File: src/rtl/booth_div.sv
// Sequential signed divider: radix-2 restoring division on operand magnitudes,
// one quotient bit per clock, en/done handshake shared with booth_mult.
module booth_div #(
    parameter int width = 8
) (
    input  logic             clk,
    input  logic             rst_n,
    input  logic             en,
    input  logic [width-1:0] A,
    input  logic [width-1:0] B,
    output logic             done,
    output logic [width-1:0] Q,
    output logic [width-1:0] R,
    output logic             div_by_zero,
    output logic             ovf
);

    typedef enum logic [1:0] {IDLE, CALC, FINISH, HOLD} state_t;

    localparam int CW = $clog2(width) + 1;

    state_t           state, state_nx;
    logic [CW-1:0]    cnt;
    logic [width-1:0] quo, rem, a_lat;
    logic [width:0]   dvs;
    logic             qsign, rsign, dz_lat, ovf_lat;
    logic [width:0]   rem_sh, diff;
    logic [width-1:0] a_mag, b_mag;
    logic             last;

    // Magnitudes read as unsigned: -2^(width-1) negates to itself, which is the correct magnitude
    always_comb begin
        a_mag  = A[width-1] ? -A : A;
        b_mag  = B[width-1] ? -B : B;
        rem_sh = {rem, quo[width-1]};
        diff   = rem_sh - dvs;
        last   = (cnt == CW'(width - 1));
    end

    always_ff @(posedge clk or negedge rst_n) begin
        if (!rst_n) state <= IDLE;
        else        state <= state_nx;
    end

    always_comb begin
        state_nx = state;
        case (state)
            IDLE:    if (en)   state_nx = CALC;
            CALC:    if (last) state_nx = FINISH;
            FINISH:  state_nx = HOLD;
            HOLD:    if (!en)  state_nx = IDLE;
            default: state_nx = IDLE;
        endcase
    end

    always_ff @(posedge clk or negedge rst_n) begin
        if (!rst_n) begin
            cnt         <= '0;
            quo         <= '0;
            rem         <= '0;
            dvs         <= '0;
            a_lat       <= '0;
            qsign       <= 1'b0;
            rsign       <= 1'b0;
            dz_lat      <= 1'b0;
            ovf_lat     <= 1'b0;
            done        <= 1'b0;
            Q           <= '0;
            R           <= '0;
            div_by_zero <= 1'b0;
            ovf         <= 1'b0;
        end else begin
            done <= 1'b0;
            case (state)
                IDLE: begin
                    if (en) begin
                        quo     <= a_mag;
                        rem     <= '0;
                        dvs     <= {1'b0, b_mag};
                        a_lat   <= A;
                        qsign   <= A[width-1] ^ B[width-1];
                        rsign   <= A[width-1];
                        dz_lat  <= (B == '0);
                        ovf_lat <= (A == {1'b1, {(width-1){1'b0}}}) && (B == '1);
                        cnt     <= '0;
                    end
                end
                CALC: begin
                    cnt <= cnt + CW'(1);
                    if (!diff[width]) begin
                        rem <= diff[width-1:0];
                        quo <= {quo[width-2:0], 1'b1};
                    end else begin
                        rem <= rem_sh[width-1:0];
                        quo <= {quo[width-2:0], 1'b0};
                    end
                end
                FINISH: begin
                    done        <= 1'b1;
                    div_by_zero <= dz_lat;
                    ovf         <= ovf_lat;
                    if (dz_lat) begin
                        Q <= '1;
                        R <= a_lat;
                    end else begin
                        Q <= qsign ? -quo : quo;
                        R <= rsign ? -rem : rem;
                    end
                end
                default: ;
            endcase
        end
    end

endmodule

File: config.mk
export PLATFORM = sky130hd
export DESIGN_NAME = booth_div
export DESIGN_NICKNAME = d
export VERILOG_FILES = /design/src/rtl/booth_div.sv
export SDC_FILE = /design/constraint.sdc
export NUM_CORES = 1
export LEC_CHECK = 0
export BUFFER_PORTS_ARGS = -buffer_cell sky130_fd_sc_hd__buf_2
export CAP_MARGIN = 20
export CORE_AREA = 2 2 91 71
export DETAILED_ROUTE_END_ITERATION = 10
export DIE_AREA = 0 0 93 73
export GPL_TIMING_DRIVEN = 0
export PLACE_DENSITY = 0.83
export SLEW_MARGIN = 30
export SYNTH_ARGS = -nofsm -noshare
export SYNTH_HDL_FRONTEND = slang
export SYNTH_SLANG_ARGS = --single-unit
File: constraint.sdc
create_clock -name clk -period 5.55 [get_ports clk]
set_clock_uncertainty 0.1 [all_clocks]
set_input_delay 0.8325 -clock clk [delete_from_list [all_inputs] [get_ports clk]]
set_output_delay 0.8325 -clock clk [all_outputs]
set_load 0.05 [all_outputs]
==> results.sh, run 1 <==
export IMPL_overflow=0
export IMPL_finalCritPeriodShare=0.477
export IMPL_vias=3128
export IMPL_rsz0062_at_grt="no"
export IMPL_syn_cell_area_sq_um=3640
export IMPL_io_buffer_count=35
export IMPL_slew_headroom=0.497
export IMPL_layout_common_cells="60 x dfrtp_1, 52 x nand2_1, 38 x buf_2, 31 x o21ai_0, 27 x nor2_1"
export IMPL_switching_share=0.486
export IMPL_slew_viol_final=0
export IMPL_synth_cell_types=54
export IMPL_crit_path_end="quo[0]"
export IMPL_timing_fmax_mhz=378
export IMPL_fillers=471
export IMPL_min_path_type="reg2reg"
export IMPL_critical_path_max_stage_delay_ns=0.40
export IMPL_wl_per_cell_microns=16.4
export IMPL_clkSlewWorstSetupHoldPaths_ns=0.07
export IMPL_pwr_share_seq=0.293
export IMPL_pwr_share_clk=0.138
export IMPL_required_ns=5.67
export IMPL_p_int_mw=1.39
export IMPL_ff_latch_area_sq_um=1500
export IMPL_dieArea_sq_um=6790
export IMPL_p_sw_mw=1.32
export IMPL_num_rows=25
export IMPL_hold_viol_final=0
export IMPL_cp_start_kind="flip-flop"
export IMPL_leakagePower_nw=1.85
export IMPL_status="finished clean"
export IMPL_routed_wl_microns=8650
export IMPL_slowest_stage="fa_1"
export IMPL_drt_pass1_iterations=5
export IMPL_synthTopCellsByArea="dfrtp_1 41%, ha_1 6.2%, nand2_1 5.4%"
export IMPL_max_cap_violations=0
export IMPL_rr_endpoint="quo[0]"
export IMPL_post_cts_resized=0
export IMPL_combPwrFrac=0.569
export IMPL_first_iter_violations=316
export IMPL_die_w_microns=93
export IMPL_clock_sinks=60
export IMPL_crit_arrival_ns=2.76
export IMPL_synth_async_reset_ratio=1.00
export IMPL_grt_usage=0.276
export IMPL_power_density_nw_per_um2=659
export IMPL_worstMarginPinSlew_ns=0.754
export IMPL_peakVddDrop_mv=0.294
export IMPL_final_util=0.684
export IMPL_cts_tree="done"
export IMPL_setup_viol=0
export IMPL_antenna_found_initial=0
export IMPL_clock_root_buffer="clkbuf_8"
export IMPL_antenna_cells=0
export IMPL_reg2reg_depth=9
export IMPL_grt_pass1_wl_microns=14400
export IMPL_hpwl_microns=6240
export IMPL_die_h_microns=73
export IMPL_worstSetupStartpoint="quo[7]"
export IMPL_cts_htree_levels=3
export IMPL_worstPathCellList="inv_1, ha_1, fa_1, nand2b_1, a211o_1, a31o_2, buf_2, a311oi_1, a21oi_1"
export IMPL_synthFlopType="dfrtp_1"
export IMPL_viasPerCell=5.92
export IMPL_cp_max_fo=10
export IMPL_crit_path_end_kind="flip-flop"
export IMPL_synth_top_area_share=0.413
export IMPL_synth_edf_count=0
export IMPL_area_growth_pct=12.9
export IMPL_stdcell_area_sq_um=4110
export IMPL_ys_seq_area_frac=0.413
export IMPL_syn_area_per_cell_sq_um=9.19
export IMPL_cts_setup_buffers=0
export IMPL_numCtsBuffers=9
export IMPL_rrSetupSlack_ns=2.90
export IMPL_yosys_area_top_type="dfrtp_1"
export IMPL_cts_hold_buf=0
export IMPL_grt_max_degree=61
export IMPL_netlist_instances=396
export IMPL_nets=480
export IMPL_layout_cells_most_common="dfrtp_1"
export IMPL_yosysWarnings=0
export IMPL_clk_latency_ns=0.35
export IMPL_hold_ws_ns=0.379
export IMPL_syn_nets=434
export IMPL_cts_path_max_buffers=2
export IMPL_timing_rr_start="quo[7]"
export IMPL_drc_errors=0
export IMPL_start_util=0.606
export IMPL_gp_congestion=0.911
export IMPL_fin_tns_setup_ns=0
export IMPL_grt_pass1_vias=2986
export IMPL_synth_seq_cells=60
export IMPL_path_class="reg2reg"
export IMPL_layout_drive_gt1_share=0.177
export IMPL_postRouteAntennaNets=0
export IMPL_core_area_sq_um=6010
export IMPL_placed_area_sq_um=3920
export IMPL_ios=38
export IMPL_multi_input_area_sq_um=1960
export IMPL_min_period_ns=2.65
==> registers in the layout, summed over array words and instances, names as in the netlist <==
name / count
Q: 8
R: 8
a_lat: 8
cnt: 4
div_by_zero: 1
done: 1
dvs: 8
dz_lat: 1
ovf: 1
ovf_lat: 1
qsign: 1
quo: 8
rem: 8
state: 2
==> cell usage after synthesis, types with 4 or more instances <==
master	number
clkbuf_1	14
o31ai_1	5
a21oi_1	21
mux2_2	13
inv_1	26
nor2b_1	6
o21ai_0	31
dfrtp_1	60
nor2_1	27
nand4_1	7
buf_2	4
mux2i_1	9
xnor2_1	14
nor3_1	4
ha_1	18
or3_1	4
xor2_1	11
nand2b_1	5
nand2_1	52
nand3_1	5
o211ai_1	6
==> worst min path at each step <==
stage	from	to	slack (ns)	cells after the start
CTS	dvs[3]	dvs[3]	0.39	2
floorplan	ovf_lat	ovf_lat	0.34	2
finish	dvs[3]	dvs[3]	0.38	2
global placement	dvs[2]	dvs[2]	0.36	2
global route	dvs[3]	dvs[3]	0.40	2
detailed placement	dvs[2]	dvs[2]	0.37	2
==> metal layers <==
layer / routed length, microns / up-vias / GRT usage
met4: 85 / 0 / 0.0768
met3: 610 / 9 / 0.0806
met1: 3950 / 1514 / 0.382
met5: 0 / - / 0
met2: 4010 / 118 / 0.429
li1: - / 1487 / -
==> logic make-up (layout without fill, tap and decap cells) <==
logic type,after synthesis,in the layout,synth area share
AND/OR/NAND/NOR,128,128,0.169
AO/OA/AOI/OAI,95,95,0.176
flip-flops,60,60,0.413
buffers and inverters,47,98,0.0499
XOR/XNOR,25,25,0.0602
multiplexers,22,22,0.0650
adder cells (fa/ha/maj),19,19,0.0674
==> power groups by stage <==
stage	Sequential [mW]	Clock [mW]	Combinational, mW
global placement	0.782	0	1.46
detailed placement	0.796	0	1.51
finish	0.793	0.373	1.54
CTS	0.790	0.375	1.53
floorplan	0.959	0	0.982
global route	0.816	0.393	1.70
==> area by class of cell <==
| type | instances | area share |
|---|---|---|
| buffer | 21 | 0.0204 |
| tap | 81 | 0.0247 |
| clock inverter | 3 | 0.00488 |
| timing repair buffer | 35 | 0.0433 |
| clock buffer | 13 | 0.0411 |
| sequential | 60 | 0.366 |
| inverter | 26 | 0.0238 |
| multi-input combinational | 289 | 0.476 |
==> critical path, delay by kind of cell, from the launching register on <==
| family | cells | cell delay (ns) |
|---|---|---|
| AO/OA/AOI/OAI | 4 | 0.96 |
| flip-flops | 1 | 0.36 |
| adder cells (fa/ha/maj) | 2 | 0.64 |
| buffers and inverters | 2 | 0.29 |
| AND/OR/NAND/NOR | 1 | 0.18 |
==> through the flow <==
stage	cells	worst slack [ns]	total power, mW
after global placement	512	2.91	2.24
final	528	2.90	2.70
after CTS	528	2.92	2.69
after global routing	528	2.79	2.91
after floorplan	396	3.21	1.94
after detailed placement	512	2.87	2.31
Note: power is estimated with default switching activity, not from simulation.
==> run 2, diff against run 1 <==
- CORE_AREA: 2 2 91 71 -> 2 2 99 77
- DIE_AREA: 0 0 93 73 -> 0 0 101 79
- PLACE_DENSITY: 0.83 -> 0.75
- clock period: 5.55 -> 2.3 ns (I/O delays scaled with it)
==> results.sh, run 2 (synthesis results as in run 1) <==
export IMPL_grt_pass1_wl_microns=14700
export IMPL_area_growth_pct=16.7
export IMPL_critical_path_max_stage_delay_ns=0.37
export IMPL_cts_htree_levels=3
export IMPL_power_density_nw_per_um2=1610
export IMPL_cp_start_kind="flip-flop"
export IMPL_core_area_sq_um=7090
export IMPL_cts_tree="done"
export IMPL_pwr_share_clk=0.128
export IMPL_pre_cts_slack_ns=-0.192
export IMPL_wl_per_cell_microns=16.5
export IMPL_cp_top_family="compound AO/OA/AOI/OAI gates"
export IMPL_clk_latency_ns=0.35
export IMPL_worstMarginPinSlew_ns=0.763
export IMPL_setup_viol=1
export IMPL_hpwl_microns=6490
export IMPL_clock_sinks=60
export IMPL_hold_ws_ns=0.148
export IMPL_nets=487
export IMPL_timing_fmax_mhz=429
export IMPL_grt_max_degree=61
export IMPL_path_class="reg2reg"
export IMPL_min_period_ns=2.33
export IMPL_combPwrFrac=0.592
export IMPL_leakagePower_nw=1.91
export IMPL_io_buffer_count=35
export IMPL_p_int_mw=3.52
export IMPL_drc_errors=0
export IMPL_overflow=0
export IMPL_first_iter_violations=232
export IMPL_drt_pass1_iterations=5
export IMPL_grt_usage=0.238
export IMPL_worstPathCellList="inv_2, ha_4, fa_2, nand2b_4, a211o_1, a31o_4, buf_6, a311oi_2, a21oi_1"
export IMPL_grt_pass1_vias=2989
export IMPL_fin_total_pwr_mw=6.85
export IMPL_clock_root_buffer="clkbuf_8"
export IMPL_routed_wl_microns=8950
export IMPL_peakVddDrop_mv=0.655
export IMPL_place_inst=518
export IMPL_slew_viol_final=0
export IMPL_antenna_cells=0
export IMPL_layout_drive_gt1_share=0.220
export IMPL_max_cap_violations=0
export IMPL_placed_area_sq_um=3940
export IMPL_viasPerCell=5.80
export IMPL_die_h_microns=79
export IMPL_stdcell_area_sq_um=4250
export IMPL_fillers=651
export IMPL_vias=3140
export IMPL_violations="setup timing"
export IMPL_postRouteAntennaNets=0
export IMPL_rsz0062_at_grt="yes"
export IMPL_slowest_stage="dfrtp_1"
export IMPL_layout_common_cells="58 x dfrtp_1, 52 x nand2_1, 35 x buf_2, 30 x o21ai_0, 27 x nor2_1"
export IMPL_hold_viol_final=0
export IMPL_min_path_type="in2reg"
export IMPL_finalCritPeriodShare=1.01
export IMPL_path_buf_inv=2
export IMPL_cts_path_max_buffers=2
export IMPL_required_ns=2.43
export IMPL_dieArea_sq_um=7980
export IMPL_crit_arrival_ns=2.46
export IMPL_p_sw_mw=3.34
export IMPL_crit_path_end_kind="flip-flop"
export IMPL_layout_cells_most_common="dfrtp_1"
export IMPL_gp_congestion=0.813
export IMPL_numCtsBuffers=9
export IMPL_clkSlewWorstSetupHoldPaths_ns=0.07
export IMPL_status="finished with violations"
export IMPL_antenna_found_initial=0
export IMPL_ios=38
export IMPL_start_util=0.513
export IMPL_cp_max_fo=10
export IMPL_fin_cells=541
export IMPL_slew_headroom=0.491
export IMPL_switching_share=0.487
export IMPL_num_rows=27
export IMPL_die_w_microns=101
export IMPL_pwr_share_seq=0.280
export IMPL_fin_ws_ns=-0.0300
run 2: path summary, 6_finish.rpt:
kind | startpoint | endpoint | slack (ns) | depth (start not counted)
min in group asynchronous | rst_n | cnt[3] | 0.50 | 2
worst max register to register | quo[7] | quo[0] | -0.03 | 9
worst min-delay path | B[6] | dz_lat | 0.15 | 2
max in group asynchronous | rst_n | rem[4] | 1.05 | 2
worst max-delay path | quo[7] | quo[0] | -0.03 | 9
worst min register to register | dvs[4] | dvs[4] | 0.38 | 2
run 2: power groups by stage:
stage	Sequential (mW)	Combinational, mW	Clock, mW
global placement	1.89	3.59	0
CTS	1.90	3.81	0.892
detailed placement	1.92	3.72	0
floorplan	2.31	2.40	0
global route	1.97	4.47	0.929
finish	1.92	4.06	0.877
run 2: per-stage QoR:
step	setup TNS (ns)	util
after floorplan	0	-
after global placement	-1.20	0.555
after detailed placement	-1.84	0.555
after CTS	-0.00419	0.587
after global routing	-0.336	0.599
final	-0.0300	0.599
run 2: final cells by class:
class / count / area (sq um) / area share
clock buffers: 11 / 141 / 0.0333
multi-input cells: 289 / 2020 / 0.477
plain buffers: 20 / 93.8 / 0.0221
clock inverters: 5 / 36.3 / 0.00854
flip-flops and latches: 60 / 1500 / 0.354
well taps: 87 / 109 / 0.0256
inverters: 26 / 97.6 / 0.0230
repair buffers: 43 / 240 / 0.0566
run 2: metal layers:
layer,vias up,global-route usage,wire (microns)
met3,12,0.0537,521
met2,106,0.357,4000
met1,1517,0.347,4320
li1,1505,-,-
met5,-,0,0
met4,0,0.0649,106
run 2: what timing repair did:
item,CTS,global route
resized for setup,9,17
setup buffers,2,4
endpoints found under the hold margin,32,0
pin swaps,3,4
setup endpoints to repair,17,19
gates cloned,0,1
hold buffers,1,0
